<file path="config.mk">
export PLATFORM = sky130hd
export DESIGN_NAME = heater_ctrl_flat
export DESIGN_NICKNAME = d
export VERILOG_FILES = /design/src/rtl/heater_pkg.sv /design/src/rtl/heater_if.sv /design/src/rtl/heater_err_mon.sv /design/src/rtl/heater_ctrl.sv /design/src/flat_wrapper.sv
export SDC_FILE = /design/constraint.sdc
export NUM_CORES = 1
export LEC_CHECK = 0
export ABC_AREA = 1
export CAP_MARGIN = 20
export CORE_MARGIN = 5
export CORE_UTILIZATION = 50
export CTS_BUF_LIST = sky130_fd_sc_hd__clkbuf_8 sky130_fd_sc_hd__clkbuf_16
export CTS_CLUSTER_DIAMETER = 50
export CTS_CLUSTER_SIZE = 30
export DETAILED_ROUTE_END_ITERATION = 7
export GPL_ROUTABILITY_DRIVEN = 0
export PLACE_DENSITY = 0.8
export REMOVE_ABC_BUFFERS = 1
export SETUP_SLACK_MARGIN = 0.02
export SYNTH_ARGS = -nofsm -noshare
export SYNTH_HDL_FRONTEND = slang
export SYNTH_SLANG_ARGS = --single-unit
</file>
<file path="constraint.sdc">
create_clock -name clk -period 19.6 [get_ports clk]
set_clock_uncertainty 0.2 [all_clocks]
set_input_delay 5.88 -clock clk [delete_from_list [all_inputs] [get_ports clk]]
set_output_delay 5.88 -clock clk [all_outputs]
set_load 0.02 [all_outputs]
</file>
<file path="src/rtl/heater_pkg.sv">
// Shared types and helpers for the heater sequencer slice.
package heater_pkg;

  // Sequencer states; the encoding is visible on the state status output.
  typedef enum logic [1:0] {
    IDLE      = 2'd0,
    RAMP_UP   = 2'd1,
    HOLD      = 2'd2,
    RAMP_DOWN = 2'd3
  } state_t;

  localparam int N_HEATERS = 32;

  // Widest vector popcount accepts; narrower vectors are zero-extended.
  localparam int POP_W = 256;

  // Number of set bits in v.
  function automatic int unsigned popcount(input logic [POP_W-1:0] v);
    int unsigned c;
    c = 0;
    for (int i = 0; i < POP_W; i++) begin
      c = c + {31'd0, v[i]};
    end
    return c;
  endfunction

endpackage

</file>
<file path="src/rtl/heater_if.sv">
// Command/status bundle between the VIO and the heater sequencer.
//
// Signalling: there is no valid/ready handshake on this bundle. start, stop,
// target, abort_on_err and error are levels sampled on every rising clk edge;
// sw_clear is a single-cycle pulse acted on in the cycle it is high. Every
// status signal is a registered value (ramp_done decodes the state register).
interface heater_if #(
  parameter int N     = heater_pkg::N_HEATERS,
  parameter int CNT_W = 16
);
  localparam int TW = $clog2(N + 1);

  logic          start;
  logic          stop;
  logic [TW-1:0] target;
  logic          abort_on_err;
  logic          sw_clear;
  logic [N-1:0]  error;

  logic [N-1:0]     enable;
  logic [N-1:0]     err_clear;
  logic [N-1:0]     err_sticky;
  logic [CNT_W-1:0] err_count;
  logic [TW-1:0]    active_cnt;
  logic [1:0]       state;
  logic             ramp_done;

  // VIO side: drives commands, reads status.
  modport master (
    output start, stop, target, abort_on_err, sw_clear, error,
    input  enable, err_clear, err_sticky, err_count, active_cnt, state, ramp_done
  );

  // Controller side.
  modport slave (
    input  start, stop, target, abort_on_err, sw_clear, error,
    output enable, err_clear, err_sticky, err_count, active_cnt, state, ramp_done
  );
endinterface

</file>
<file path="src/rtl/heater_err_mon.sv">
// Per-heater error monitor: synchroniser, rising-edge detect gated by enable,
// sticky bits, saturating event counter and one-cycle clear pulses.
module heater_err_mon
  import heater_pkg::*;
#(
  parameter int N     = N_HEATERS,
  parameter int CNT_W = 16
) (
  input  logic             clk,
  input  logic             reset,
  input  logic [N-1:0]     error,
  input  logic [N-1:0]     enable,
  input  logic             sw_clear,
  output logic [N-1:0]     new_evt,
  output logic [N-1:0]     err_clear,
  output logic [N-1:0]     err_sticky,
  output logic [CNT_W-1:0] err_count
);

  localparam int SUM_W = CNT_W + 9;
  localparam logic [CNT_W-1:0] CNT_MAX = '1;

  logic [N-1:0]     sync1_q;
  logic [N-1:0]     sync2_q;
  logic [N-1:0]     prev_q;
  logic [SUM_W-1:0] sum;
  logic [CNT_W-1:0] count_d;

  // Errors on disabled heaters never count as events.
  assign new_evt = sync2_q & ~prev_q & enable;

  // Saturating add of this cycle's event count.
  always_comb begin
    sum     = SUM_W'(err_count) + SUM_W'(popcount(POP_W'(new_evt)));
    count_d = (sum > SUM_W'(CNT_MAX)) ? CNT_MAX : sum[CNT_W-1:0];
  end

  // Two-flop synchroniser plus one extra stage for edge detection.
  always_ff @(posedge clk or posedge reset) begin
    if (reset) begin
      sync1_q <= '0;
      sync2_q <= '0;
      prev_q  <= '0;
    end else begin
      sync1_q <= error;
      sync2_q <= sync1_q;
      prev_q  <= sync2_q;
    end
  end

  // Sticky/count/clear update; a software clear overrides same-cycle events.
  always_ff @(posedge clk or posedge reset) begin
    if (reset) begin
      err_sticky <= '0;
      err_count  <= '0;
      err_clear  <= '0;
    end else if (sw_clear) begin
      err_sticky <= '0;
      err_count  <= '0;
      err_clear  <= '1;
    end else begin
      err_sticky <= err_sticky | new_evt;
      err_count  <= count_d;
      err_clear  <= new_evt;
    end
  end

endmodule

</file>
<file path="src/rtl/heater_ctrl.sv">
// Heater sequencer: ramps the thermometer-coded enable one heater per
// STEP_CYCLES, holds at the target and ramps down on stop or error abort.
module heater_ctrl
  import heater_pkg::*;
#(
  parameter int N           = N_HEATERS,
  parameter int STEP_CYCLES = 1024,
  parameter int CNT_W       = 16
) (
  input  logic  clk,
  input  logic  reset,
  heater_if.slave bus
);

  localparam int TW = $clog2(N + 1);
  localparam int SW = $clog2(STEP_CYCLES);

  state_t        state_q, state_d;
  logic [TW-1:0] active_q, active_d;
  logic [TW-1:0] tgt_q, tgt_d;
  logic [TW-1:0] tgt_in;
  logic [TW-1:0] tgt_eff;
  logic [SW-1:0] step_q, step_d;
  logic [N-1:0]  enable_q, enable_d;
  logic [N-1:0]  new_evt;
  logic          abort;
  logic          step_hit;

  heater_err_mon #(.N(N), .CNT_W(CNT_W)) u_err_mon (
    .clk        (clk),
    .reset      (reset),
    .error      (bus.error),
    .enable     (enable_q),
    .sw_clear   (bus.sw_clear),
    .new_evt    (new_evt),
    .err_clear  (bus.err_clear),
    .err_sticky (bus.err_sticky),
    .err_count  (bus.err_count)
  );

  assign tgt_in   = (bus.target > TW'(N)) ? TW'(N) : bus.target;
  assign abort    = bus.abort_on_err && (|new_evt);
  assign step_hit = (step_q == SW'(STEP_CYCLES - 1));

  // Next-state, target latch and step timing.
  always_comb begin
    state_d  = state_q;
    active_d = active_q;
    tgt_d    = tgt_q;
    step_d   = step_q;
    tgt_eff  = tgt_q;
    if (abort) tgt_d = '0;
    case (state_q)
      IDLE: begin
        if (!bus.stop && bus.start) begin
          state_d = RAMP_UP;
          tgt_d   = tgt_in;
          step_d  = '0;
        end
      end
      RAMP_UP: begin
        if (bus.stop || abort) begin
          state_d = RAMP_DOWN;
          tgt_d   = '0;
          step_d  = '0;
        end else if (active_q == tgt_q) begin
          state_d = HOLD;
        end else if (step_hit) begin
          active_d = active_q + 1'b1;
          step_d   = '0;
        end else begin
          step_d = step_q + 1'b1;
        end
      end
      HOLD: begin
        if (bus.stop || abort) begin
          state_d = RAMP_DOWN;
          tgt_d   = '0;
          step_d  = '0;
        end else if (tgt_in != active_q) begin
          tgt_d   = tgt_in;
          step_d  = '0;
          state_d = (tgt_in > active_q) ? RAMP_UP : RAMP_DOWN;
        end
      end
      RAMP_DOWN: begin
        // stop or abort while already ramping down retargets to zero.
        tgt_eff = (bus.stop || abort) ? '0 : tgt_q;
        tgt_d   = tgt_eff;
        if (active_q == tgt_eff) begin
          state_d = (tgt_eff == '0) ? IDLE : HOLD;
        end else if (step_hit) begin
          active_d = active_q - 1'b1;
          step_d   = '0;
        end else begin
          step_d = step_q + 1'b1;
        end
      end
      default: state_d = IDLE;
    endcase
  end

  // Thermometer code of the next active count, so enable tracks active_cnt.
  always_comb begin
    enable_d = '0;
    for (int i = 0; i < N; i++) begin
      enable_d[i] = (i < int'(active_d));
    end
  end

  // State register; reset drops every enable immediately.
  always_ff @(posedge clk or posedge reset) begin
    if (reset) begin
      state_q  <= IDLE;
      active_q <= '0;
      tgt_q    <= '0;
      step_q   <= '0;
      enable_q <= '0;
    end else begin
      state_q  <= state_d;
      active_q <= active_d;
      tgt_q    <= tgt_d;
      step_q   <= step_d;
      enable_q <= enable_d;
    end
  end

  assign bus.enable     = enable_q;
  assign bus.active_cnt = active_q;
  assign bus.state      = state_q;
  assign bus.ramp_done  = (state_q == HOLD);

endmodule

</file>
<file path="src/flat_wrapper.sv">
// flat-port wrapper written by rule: the top's interface ports become plain ports
module heater_ctrl_flat import heater_pkg::*;
#(
  parameter int N           = N_HEATERS,
  parameter int STEP_CYCLES = 1024,
  parameter int CNT_W       = 16
)
  (clk, reset, bus_start, bus_stop, bus_target, bus_abort_on_err, bus_sw_clear, bus_error, bus_enable, bus_err_clear, bus_err_sticky, bus_err_count, bus_active_cnt, bus_state, bus_ramp_done);
  heater_if #(.N(N), .CNT_W(CNT_W)) bus_i ();
  input  logic clk;
  input  logic reset;
  input wire logic [$bits(bus_i.start)-1:0] bus_start;
  input wire logic [$bits(bus_i.stop)-1:0] bus_stop;
  input wire logic [$bits(bus_i.target)-1:0] bus_target;
  input wire logic [$bits(bus_i.abort_on_err)-1:0] bus_abort_on_err;
  input wire logic [$bits(bus_i.sw_clear)-1:0] bus_sw_clear;
  input wire logic [$bits(bus_i.error)-1:0] bus_error;
  output wire logic [$bits(bus_i.enable)-1:0] bus_enable;
  output wire logic [$bits(bus_i.err_clear)-1:0] bus_err_clear;
  output wire logic [$bits(bus_i.err_sticky)-1:0] bus_err_sticky;
  output wire logic [$bits(bus_i.err_count)-1:0] bus_err_count;
  output wire logic [$bits(bus_i.active_cnt)-1:0] bus_active_cnt;
  output wire logic [$bits(bus_i.state)-1:0] bus_state;
  output wire logic [$bits(bus_i.ramp_done)-1:0] bus_ramp_done;
  assign bus_i.start = bus_start;
  assign bus_i.stop = bus_stop;
  assign bus_i.target = bus_target;
  assign bus_i.abort_on_err = bus_abort_on_err;
  assign bus_i.sw_clear = bus_sw_clear;
  assign bus_i.error = bus_error;
  assign bus_enable = bus_i.enable;
  assign bus_err_clear = bus_i.err_clear;
  assign bus_err_sticky = bus_i.err_sticky;
  assign bus_err_count = bus_i.err_count;
  assign bus_active_cnt = bus_i.active_cnt;
  assign bus_state = bus_i.state;
  assign bus_ramp_done = bus_i.ramp_done;
  heater_ctrl #(.N(N), .STEP_CYCLES(STEP_CYCLES), .CNT_W(CNT_W)) u_core (.clk(clk), .reset(reset), .bus(bus_i));
endmodule
</file>
==> results of run 1 <==
==> Yosys cell counts, types with 7 or more instances <==
| cell type | number |
|---|---|
| a21oi_1 | 61 |
| clkbuf_1 | 10 |
| dfrtp_1 | 231 |
| fa_1 | 26 |
| ha_1 | 24 |
| inv_1 | 131 |
| inv_2 | 7 |
| nand2_1 | 173 |
| nand2_2 | 9 |
| nand3_1 | 52 |
| nand3_2 | 8 |
| nand3b_1 | 15 |
| nand4_1 | 10 |
| nor2_1 | 58 |
| nor3_1 | 10 |
| o21ai_0 | 17 |
| o21ai_1 | 7 |
| xnor2_1 | 7 |
| xor2_1 | 18 |
==> routing by layer <==
metal	vias up	global-route usage	wire, um	share of wire
li1	3318	-	-	-
met1	3425	0.2719	9250	0.41
met2	236	0.3485	11340	0.50
met3	39	0.02890	1276	0.057
met4	0	0.06176	613	0.027
met5	-	0	0	0
==> cell type report <==
class / count / share of cell area
antenna: 1 / 0.0002001
clock buffer: 23 / 0.04423
clock inverter: 13 / 0.01801
inverter: 143 / 0.04353
multi-input combinational: 543 / 0.2716
sequential: 231 / 0.4623
tap: 265 / 0.02652
timing repair buffer: 166 / 0.1337
==> stage by stage <==
| step | hold WS (ns) | total power [W] | instances | area, um^2 |
|---|---|---|---|---|
| after floorplan | 0.1312 | 0.001155 | 917 | 9713 |
| final | 0.1362 | 0.001897 | 1385 | 12500 |
| after CTS | 0.1405 | 0.001904 | 1383 | 12470 |
| after detailed placement | 0.1347 | 0.001455 | 1347 | 11700 |
| after global routing | 0.1499 | 0.002031 | 1385 | 12500 |
| after global placement | 0.1326 | 0.001419 | 1347 | 11700 |
==> critical path, cell delays in order <==
cell	delay, ns
clkdlybuf4s50_1	0.42
nor2_1	0.11
nand4_1	0.08
nand2_1	0.10
inv_1	0.06
nor2_1	0.14
ha_1	0.26
nand4_1	0.12
inv_1	0.06
nand3_1	0.11
o21ai_1	0.12
nor2_1	0.10
nand2_1	0.11
o21bai_2	0.46
inv_2	0.14
nand3_1	0.10
o21ai_0	0.09
==> power groups by stage <==
stage | clock network (W) | registers [W] | logic, W
6_report | 0.000441 | 0.000613 | 0.000844
4_1_cts | 0.000449 | 0.000613 | 0.000842
2_1_floorplan | 0 | 0.000667 | 0.000488
5_1_grt | 0.000470 | 0.000621 | 0.000940
3_5_place_dp | 0 | 0.000622 | 0.000833
3_3_place_gp | 0 | 0.000621 | 0.000798
==> kinds of logic after synthesis <==
| group | count (synthesis) | share of synthesized area |
|---|---|---|
| buf+inv | 164 | 0.06597 |
| flops | 231 | 0.5884 |
| fa+ha+maj | 50 | 0.08355 |
| simple gates | 355 | 0.1744 |
| compound gates | 113 | 0.06546 |
| xor+xnor | 25 | 0.02229 |
==> registers in the layout, indices dropped and copies added (netlist names) <==
name	count
u_core.bus.active_cnt	6
u_core.u_err_mon.err_count	16
u_core.u_err_mon.sync1_q	32
u_core.step_q	10
u_core.u_err_mon.prev_q	32
u_core.bus.state	2
u_core.u_err_mon.err_clear	32
u_core.u_err_mon.err_sticky	32
u_core.u_err_mon.sync2_q	32
u_core.bus.enable	31
u_core.tgt_q	6
==> worst paths after layout <==
kind,from,slack (ns),endpoint
setup / recovery,bus_target[0],11.31,u_core.step_q[1]
hold / removal,u_core.u_err_mon.sync1_q[3],0.14,u_core.u_err_mon.sync2_q[3]
setup reg to reg,u_core.bus.enable[4],12.60,u_core.u_err_mon.err_count[2]
hold reg to reg,u_core.u_err_mon.sync1_q[3],0.14,u_core.u_err_mon.sync2_q[3]
max in group asynchronous,reset,12.21,u_core.u_err_mon.err_sticky[29]
min in group asynchronous,reset,5.75,u_core.u_err_mon.sync1_q[6]
==> results.md, run 1 <==
* Crit path time final at 8.286 ns
* Register area share after synthesis at 0.5884
* Avg Inst Size Synth at between 10 and 15 um^2
* Most area-hungry cell type in the Yosys netlist: dfrtp_1
* Cts hold-fix bufs at 0
* Critical Path End Type: register
* First-pass GRT wire length at 36.34 mm
* Drc violations at 0
* Hold path depth at 0
* Combinational fraction of design power at 0.445
* Sw Share at 0.4090
* Netlist cell types at 45
* Max FO, Critical Path at 14
* CP required at 19.77 ns
* Area grow syn2layout at 27.28%
* Vias in the first global route at about 7100
* Most frequent cells in the layout: 231 x dfrtp_1, 173 x nand2_1, 163 x clkdlybuf4s50_1, 130 x inv_1, 61 x a21oi_1
* Period utilization at 0.4227
* DR vias/cell at between 5 and 6
* Core area at between 15000 and 20000 um^2
* Cell Rows at 51
* Die Y at roughly 150 um
* Dpl hpwl at roughly 17 mm
* Flops & latches, synth at approximately 230
* Critical path class: input pin to register
* Async set or reset register ratio after synthesis at 1.000
* PortBufs at 164
* Synthesis Warnings at 0
* Clock Latency Late Sink at approximately 0.5 ns
* Hold Crit Class: register to register
* Synthesized cell area at around 9800 um^2
* Clock-pin slew on the worst setup and hold paths at ~0.080 ns
* H-Tree Level Count at 1
* Max clock buf depth at 3
* Antenna violations before repair at 1
* Fmax at approximately 120 MHz
* Ports at 165
* CTS sink count at around 230
* Synth top area share at 0.5884
* Sum of negative setup slack at 0 ns
* Final Hold Viols at 0
* Flip-flop and latch area at 5781 um^2
* Total net switching power at 0.0007759 W
* CTS buffer count at 20
* Setup slack after layout at between 10 and 15 ns
* Root Buffer: clkbuf_16
* Slew Limit Fails at 0
* Largest net degree at the start of global routing at 147
* Share of layout cells above drive strength 1 at 0.07775
* Dpl ws at ~11 ns
* Worst-case reg-to-reg path depth at 22
* Max VDD drop at around 0.1 mV
* Synth area leaders: dfrtp_1 59%, nand2_1 6.6%, fa_1 5.3%
* Fill count at ~1500
* CTS tree: built
* Relative slew slack at 0.2909
* Most common cell after layout, fill and taps aside: dfrtp_1
* Post-Synthesis Cells at ~940
* Initial Util at 0.5064
* Die Wd at 150.2 um
* Pwr Density at 151.7 nW/um^2
* EDFF count, synth at 0
* Post-layout util at 0.6446
* Crit start category: input pin
* Die Footprint at roughly 23000 um^2
* Clock power share at 0.232
* P_int at about 0.0011 W
* Ys flop type: dfrtp_1
* DRT iter0 DRCs at about 440
* Final Net Count at roughly 1200
* Area occupied by multi-input gates at 3396 um^2
* # resized after CTS at 0
* DR pass1 iterations at 5
* Total number of vias at approximately 7000
* Total routed wirelength at 22.48 mm
* GR Overflow Total at 0
* Post-CTS Setup Bufs at 0
* Max cap viols at 0
* Critical Path AT at between 8 and 9 ns
* Sequential Power Share at 0.323
* Leak at between 5 and 6 nW
* Global Route Usage Sum at 0.2035
* Outcome: complete, no violations
* Post-DRT Antenna Nets at 0
* Setup violators final at 0
* DR WL/cell at 16.23 um
* RSZ-0062 raised after global routing: no
* Slew @ Worst Pin at around 1.1 ns
Note: power is estimated with default switching activity, not from simulation.
==> inputs of run 2 (changes only) <==
- clock period: 19.6 -> 7.7 ns (I/O delays scaled with it)
==> results.md, run 2 (synthesis results as in run 1) <==
* DR vias/cell at 5.110 (was 5.067)
* Dpl hpwl at 17.43 mm (was 16.68 mm)
* H-Tree Level Count at 1 (unchanged)
* RSZ-0062 raised after global routing: no (unchanged)
* Outcome: complete, no violations (unchanged)
* First-pass GRT wire length at 37.56 mm (was 36.34 mm)
* DR pass1 iterations at 6 (was 5)
* Routing usage on met3 at 0.04515 (was 0.02890)
* Total net switching power at 0.001965 W (was 0.0007759 W)
* Total number of vias at 7067 (was 7018)
* Critical Path AT at 6.86 ns (was 8.46 ns)
* Clock power share at 0.217 (was 0.232)
* Crit path max-delay cell type: fa_1 (was o21bai_2)
* Relative slew slack at 0.3457 (was 0.2909)
* Share of layout cells above drive strength 1 at 0.07692 (was 0.07775)
* Fill count at 1481 (was 1492)
* GR Overflow Total at 0 (unchanged)
* Critical Path End Type: register (unchanged)
* Antenna violations before repair at 0 (was 1)
* Post-DRT Antenna Nets at 0 (unchanged)
* Total routed wirelength at 23.18 mm (was 22.48 mm)
* Setup slack after layout at 1.064 ns (was 11.31 ns)
* Largest net degree at the start of global routing at 147 (unchanged)
* Ports at 165 (unchanged)
* Met1 Track Usage GR at 0.2695 (was 0.2719)
* Sw Share at 0.4144 (was 0.4090)
* Dpl ws at 1.096 ns (was 10.83 ns)
* Sum of negative setup slack at 0 ns (unchanged)
* Met2 Track Usage GR at 0.3643 (was 0.3485)
* Drc violations at 0 (unchanged)
* Period utilization at 0.8618
* Finished Layout Cells at 1383 (was 1385)
* Most frequent cells in the layout: 231 x dfrtp_1, 173 x nand2_1, 163 x clkdlybuf4s50_1, 130 x inv_1, 61 x a21oi_1 (unchanged)
* CTS tree: built (unchanged)
* Cell Rows at 51 (unchanged)
* PortBufs at 164 (unchanged)
* Crit-path cells: nand3_1 -> inv_1 -> fa_1 -> inv_1 -> fa_1 -> fa_1 -> fa_1 -> fa_1 -> fa_1 -> fa_1 -> inv_1 -> fa_1 -> nand3_1 -> nand2_1 -> a21oi_1 -> o21bai_1 -> a21oi_1 -> nor2_1 -> nand2_1 -> nor3_1 -> nand2_1 -> nor3_1 -> inv_1 -> a21oi_1 (was clkdlybuf4s50_1 -> nor2_1 -> nand4_1 -> nand2_1 -> inv_1 -> nor2_1 -> ha_1 -> nand4_1 -> inv_1 -> nand3_1 -> o21ai_1 -> nor2_1 -> nand2_1 -> o21bai_2 -> inv_2 -> nand3_1 -> o21ai_0)
* Area grow syn2layout at 26.49% (was 27.28%)
* Max VDD drop at 0.3322 mV (was 0.09787 mV)
* Clock-pin slew on the worst setup and hold paths at 0.09 ns (was 0.08 ns)
* Leak at 5.870 nW (was 5.902 nW)
* Final Hold Viols at 0 (unchanged)
* Clock Latency Late Sink at 0.50 ns (was 0.51 ns)
* Crit start category: register (was input pin)
* DR WL/cell at 16.76 um (was 16.23 um)
* Max cap viols at 0 (unchanged)
* Slew @ Worst Pin at 0.9815 ns (was 1.057 ns)
* Pwr Density at 381.5 nW/um^2 (was 151.7 nW/um^2)
* CTS buffer count at 19 (was 20)
* Post-CTS Setup Bufs at 0 (unchanged)
* DRT iter0 DRCs at 451 (was 437)
* Die Footprint at 22550 um^2 (unchanged)
* Max FO, Critical Path at 12 (was 14)
* Hold Crit Class: register to register (unchanged)
* Flip-flop and latch area at 5781 um^2 (unchanged)
* Crit path max-delay family: adder cells (was simple AND/OR/NAND/NOR gates)
* Slew Limit Fails at 0 (unchanged)
* Root Buffer: clkbuf_16 (unchanged)
* Cts hold-fix bufs at 0 (unchanged)
* Final hold slack at 0.1428 ns (was 0.1362 ns)
* Core area at 19400 um^2 (unchanged)
* Max clock buf depth at 3 (unchanged)
* Vias in the first global route at 7147 (was 7059)
* Critical path class: register to register (was input pin to register)
* # resized after CTS at 0 (unchanged)
* Setup violators final at 0 (unchanged)
* Die Y at 150.2 um (unchanged)
* Die Wd at 150.2 um (unchanged)
* Final Net Count at 1200 (was 1199)
* Most used cell, CP: fa_1 (was nor2_1)
* CTS sink count at 231 (unchanged)
* Sum of buffers and inverters on the critical path at 4 (unchanged)
* P_int at 0.002776 W (was 0.001121 W)
* Crit path time final at 6.636 ns
* Fmax at about 150 MHz
* Inst Count DP at 1349 (was 1347)
* Area occupied by multi-input gates at 3396 um^2 (unchanged)
* Initial Util at 0.5064 (unchanged)
* Sequential Power Share at 0.326 (was 0.323)
* Largest stage delay on the critical path at 0.55 ns (was 0.46 ns)
* Combinational fraction of design power at 0.457 (was 0.445)
* ANT cells at 0 (was 1)
* Global Route Usage Sum at 0.2119 (was 0.2035)
* Gr busiest metal: met2 (unchanged)
* Most common cell after layout, fill and taps aside: dfrtp_1 (unchanged)
* CP required at 7.92 ns (was 19.77 ns)
[run 2: cell types whose count changed in the layout (fill, tap and decap cells not counted), sizes merged]
cell    delta
buf        +2
bufinv     -1
inv        -2
diode      -1
clkbuf     -3
clkinv     +3
[run 2: power by group through the flow]
stage | Clock, W | Sequential, W | Combinational (W)
6_report | 0.00103 | 0.00155 | 0.00217
5_1_grt | 0.00111 | 0.00157 | 0.00243
4_1_cts | 0.00105 | 0.00155 | 0.00219
3_5_place_dp | 0 | 0.00157 | 0.00217
3_3_place_gp | 0 | 0.00156 | 0.00209
2_1_floorplan | 0 | 0.00170 | 0.00124
[run 2: layer usage]
layer  share of wire  up-vias  wire [um]
met5               0        -          0
met3           0.073       43       1697
met2            0.51      255      11840
met1            0.39     3470       9020
met4           0.026        0        614
li1                -     3299          -
[run 2: final cells by class]
| cell class | instances | share of cell area |
|---|---|---|
| sequential | 231 | 0.4652 |
| multi-input combinational | 543 | 0.2733 |
| timing repair buffer | 168 | 0.1351 |
| inverter | 143 | 0.04380 |
| clock buffer | 20 | 0.03937 |
| tap | 265 | 0.02668 |
| clock inverter | 13 | 0.01661 |
[run 2: path summary, 6_finish.rpt]
path | startpoint | endpoint | slack (ns) | cells after the start
worst max register to register | u_core.u_err_mon.sync2_q[0] | u_core.u_err_mon.err_count[7] | 1.06 | 24
worst min-delay path | u_core.u_err_mon.sync1_q[8] | u_core.u_err_mon.sync2_q[8] | 0.14 | 0
worst min register to register | u_core.u_err_mon.sync1_q[8] | u_core.u_err_mon.sync2_q[8] | 0.14 | 0
max in group asynchronous | reset | u_core.u_err_mon.err_clear[15] | 3.89 | 3
worst max-delay path | u_core.u_err_mon.sync2_q[0] | u_core.u_err_mon.err_count[7] | 1.06 | 24
min in group asynchronous | reset | u_core.u_err_mon.sync2_q[1] | 2.19 | 2
[run 2: per-stage QoR]
stage,area [um^2],power [W],utilization
6_report,12430,0.004741,0.6406
5_1_grt,12430,0.005103,0.6406
4_1_cts,12410,0.004793,0.6396
3_5_place_dp,11710,0.003736,0.6037
3_3_place_gp,11710,0.003653,0.6037
2_1_floorplan,9713,0.002941,-
==> inputs of run 3 (changes only) <==
- RECOVER_POWER: default -> 100
==> results.md, run 3 (synthesis results as in run 1) <==
* Reg2reg start: u_core.u_err_mon.sync2_q[0] (unchanged)
* Slew @ Worst Pin at 3.005 ns (was 0.9815 ns)
* Leak at 5.991 nW (was 5.870 nW)
* Period utilization at 0.8722 (was 0.8618)
* Die Footprint at 22550 um^2 (unchanged)
* Drc violations at 0 (unchanged)
* Dpl ws at 1.096 ns (unchanged)
* Cell Rows at 51 (unchanged)
* Final Net Count at 1200 (unchanged)
* Crit path max-delay cell type: fa_1 (unchanged)
* Fill count at 1510 (was 1481)
* Pwr Density at 377.2 nW/um^2 (was 381.5 nW/um^2)
* Total net switching power at 0.001943 W (was 0.001965 W)
* Clock-pin slew on the worst setup and hold paths at 0.09 ns (about the same)
* ANT cells at 0 (unchanged)
* CTS tree: built (unchanged)
* Clock Latency Late Sink at 0.50 ns (about the same)
* Share of layout cells above drive strength 1 at 0.05635 (was 0.07692)
* Vias in the first global route at 7147 (unchanged)
* Most frequent cells in the layout: 231 x dfrtp_1, 178 x nand2_1, 156 x dlygate4sd3_1, 133 x inv_1, 63 x a21oi_1 (was 231 x dfrtp_1, 173 x nand2_1, 163 x clkdlybuf4s50_1, 130 x inv_1, 61 x a21oi_1)
* R2R setup slack at 0.98 ns (was 1.06 ns)
* Post-CTS Setup Bufs at 0 (unchanged)
* Core area at 19400 um^2 (unchanged)
* Largest net degree at the start of global routing at 147 (unchanged)
* Sw Share at 0.4182 (was 0.4144)
* # resized after CTS at 0 (unchanged)
* Max cap viols at 4 (was 0)
* Relative slew slack at -1.003 (was 0.3457)
* Sequential Power Share at 0.332 (was 0.326)
* Hold Crit Class: register to register (unchanged)
* Critical Path AT at 6.96 ns (was 6.86 ns)
* Most common cell after layout, fill and taps aside: dfrtp_1 (unchanged)
* Met2 Track Usage GR at 0.3643 (unchanged)
* Most used cell, CP: fa_1 (unchanged)
* Area grow syn2layout at 25.34% (was 26.49%)
* Post-DRT Antenna Nets at 0 (unchanged)
* DR WL/cell at 16.77 um (was 16.76 um)
* H-Tree Level Count at 1 (unchanged)
* Die Y at 150.2 um (unchanged)
* GR Overflow Total at 0 (unchanged)
* Combinational fraction of design power at 0.447 (was 0.457)
* Setup violators final at 0 (unchanged)
* DR pass1 iterations at 5 (was 6)
* Fmax at 148.9 MHz (was 150.7 MHz)
* Critical Path End Type: register (unchanged)
* Max clock buf depth at 3 (unchanged)
* Dpl hpwl at 17.43 mm (unchanged)
* CTS buffer count at 19 (unchanged)
* P_int at 0.002702 W (was 0.002776 W)
* Initial Util at 0.5064 (unchanged)
* Outcome: finished, violations left (was complete, no violations)
* Max FO, Critical Path at 12 (unchanged)
* Global Route Usage Sum at 0.2119 (unchanged)
* Slew Limit Fails at 263 (was 0)
* Ports at 165 (unchanged)
* Final hold slack at 0.1424 ns (was 0.1428 ns)
* Total number of vias at 7053 (was 7067)
* Routing usage on met3 at 0.04515 (unchanged)
* Clock power share at 0.221 (was 0.217)
* CP required at 7.94 ns (was 7.92 ns)
* Cts hold-fix bufs at 0 (unchanged)
* Root Buffer: clkbuf_16 (unchanged)
* Critical path class: register to register (unchanged)
* Largest stage delay on the critical path at 0.55 ns (about the same)
* RSZ-0062 raised after global routing: no (unchanged)
* Failing checks: capacitance limit, slew limit
* Setup crit start: u_core.u_err_mon.sync2_q[0] (unchanged)
* Post-layout util at 0.6348 (was 0.6406)
* Die Wd at 150.2 um (unchanged)
* PortBufs at 164 (unchanged)
* Max VDD drop at 0.3363 mV (was 0.3322 mV)
* DRT iter0 DRCs at 451 (unchanged)
* Antenna violations before repair at 0 (unchanged)
* Min-delay src: u_core.u_err_mon.sync1_q[8] (unchanged)
* DR vias/cell at 5.100 (was 5.110)
* CTS sink count at 231 (unchanged)
* Crit start category: register (unchanged)
* Gr busiest metal: met2 (unchanged)
* Final Hold Viols at 0 (unchanged)
* Crit path time final at 6.716 ns (was 6.636 ns)
* First-pass GRT wire length at 37.56 mm (unchanged)
* Total routed wirelength at 23.19 mm (was 23.18 mm)
* Met1 Track Usage GR at 0.2695 (unchanged)
* Setup slack after layout at 0.9839 ns (was 1.064 ns)
-- run 3: final timing paths --
| check | end | depth (start not counted) |
|---|---|---|
| worst max-delay path | u_core.u_err_mon.err_count[13] | 26 |
| min in group asynchronous | u_core.u_err_mon.sync2_q[1] | 2 |
| worst min-delay path | u_core.u_err_mon.sync2_q[8] | 0 |
| worst max register to register | u_core.u_err_mon.err_count[13] | 26 |
| max in group asynchronous | u_core.tgt_q[0] | 3 |
| worst min register to register | u_core.u_err_mon.sync2_q[8] | 0 |
-- run 3: area by class of cell --
cell class                 count  area (um^2)  area share
clock buffer                  20        489.2     0.03973
clock inverter                13        206.4     0.01676
sequential                   231         5781      0.4694
timing repair buffer         168         1653      0.1342
inverter                     143        540.5     0.04389
multi-input combinational    543         3313      0.2691
tap                          265        331.6     0.02693
-- run 3: metal layers --
layer  up-vias  share of wire  wire length, um
li1       3303              -                -
met1      3459           0.40             9171
met2       250           0.51            11790
met5         -              0                0
met4         0          0.026              612
met3        41          0.070             1615
-- run 3: stage by stage --
stage          TNS (ns)  area, um^2  instances  power, W
2_1_floorplan   -264.02        9713        917  0.002941
3_3_place_gp          0       11710       1349  0.003653
3_5_place_dp          0       11710       1349  0.003736
4_1_cts               0       12410       1382  0.004793
5_1_grt               0       12310       1383  0.005003
6_report              0       12310       1383  0.004645
-- run 3: power by group through the flow --
stage	Clock, W	Sequential [W]	Combinational, W
floorplan	0	0.00170	0.00124
global placement	0	0.00156	0.00209
detailed placement	0	0.00157	0.00217
CTS	0.00105	0.00155	0.00219
global route	0.00111	0.00157	0.00233
finish	0.00103	0.00154	0.00208
-- run 3: worst max-delay path: cells and delay by family (launching register included) --
family                   cells  cell delay [ns]
adder cells (fa/ha/maj)      8             3.56
AND/OR/NAND/NOR             10             1.53
buffers and inverters        5             0.60
flip-flops                   1             0.40
AO/OA/AOI/OAI                3             0.38
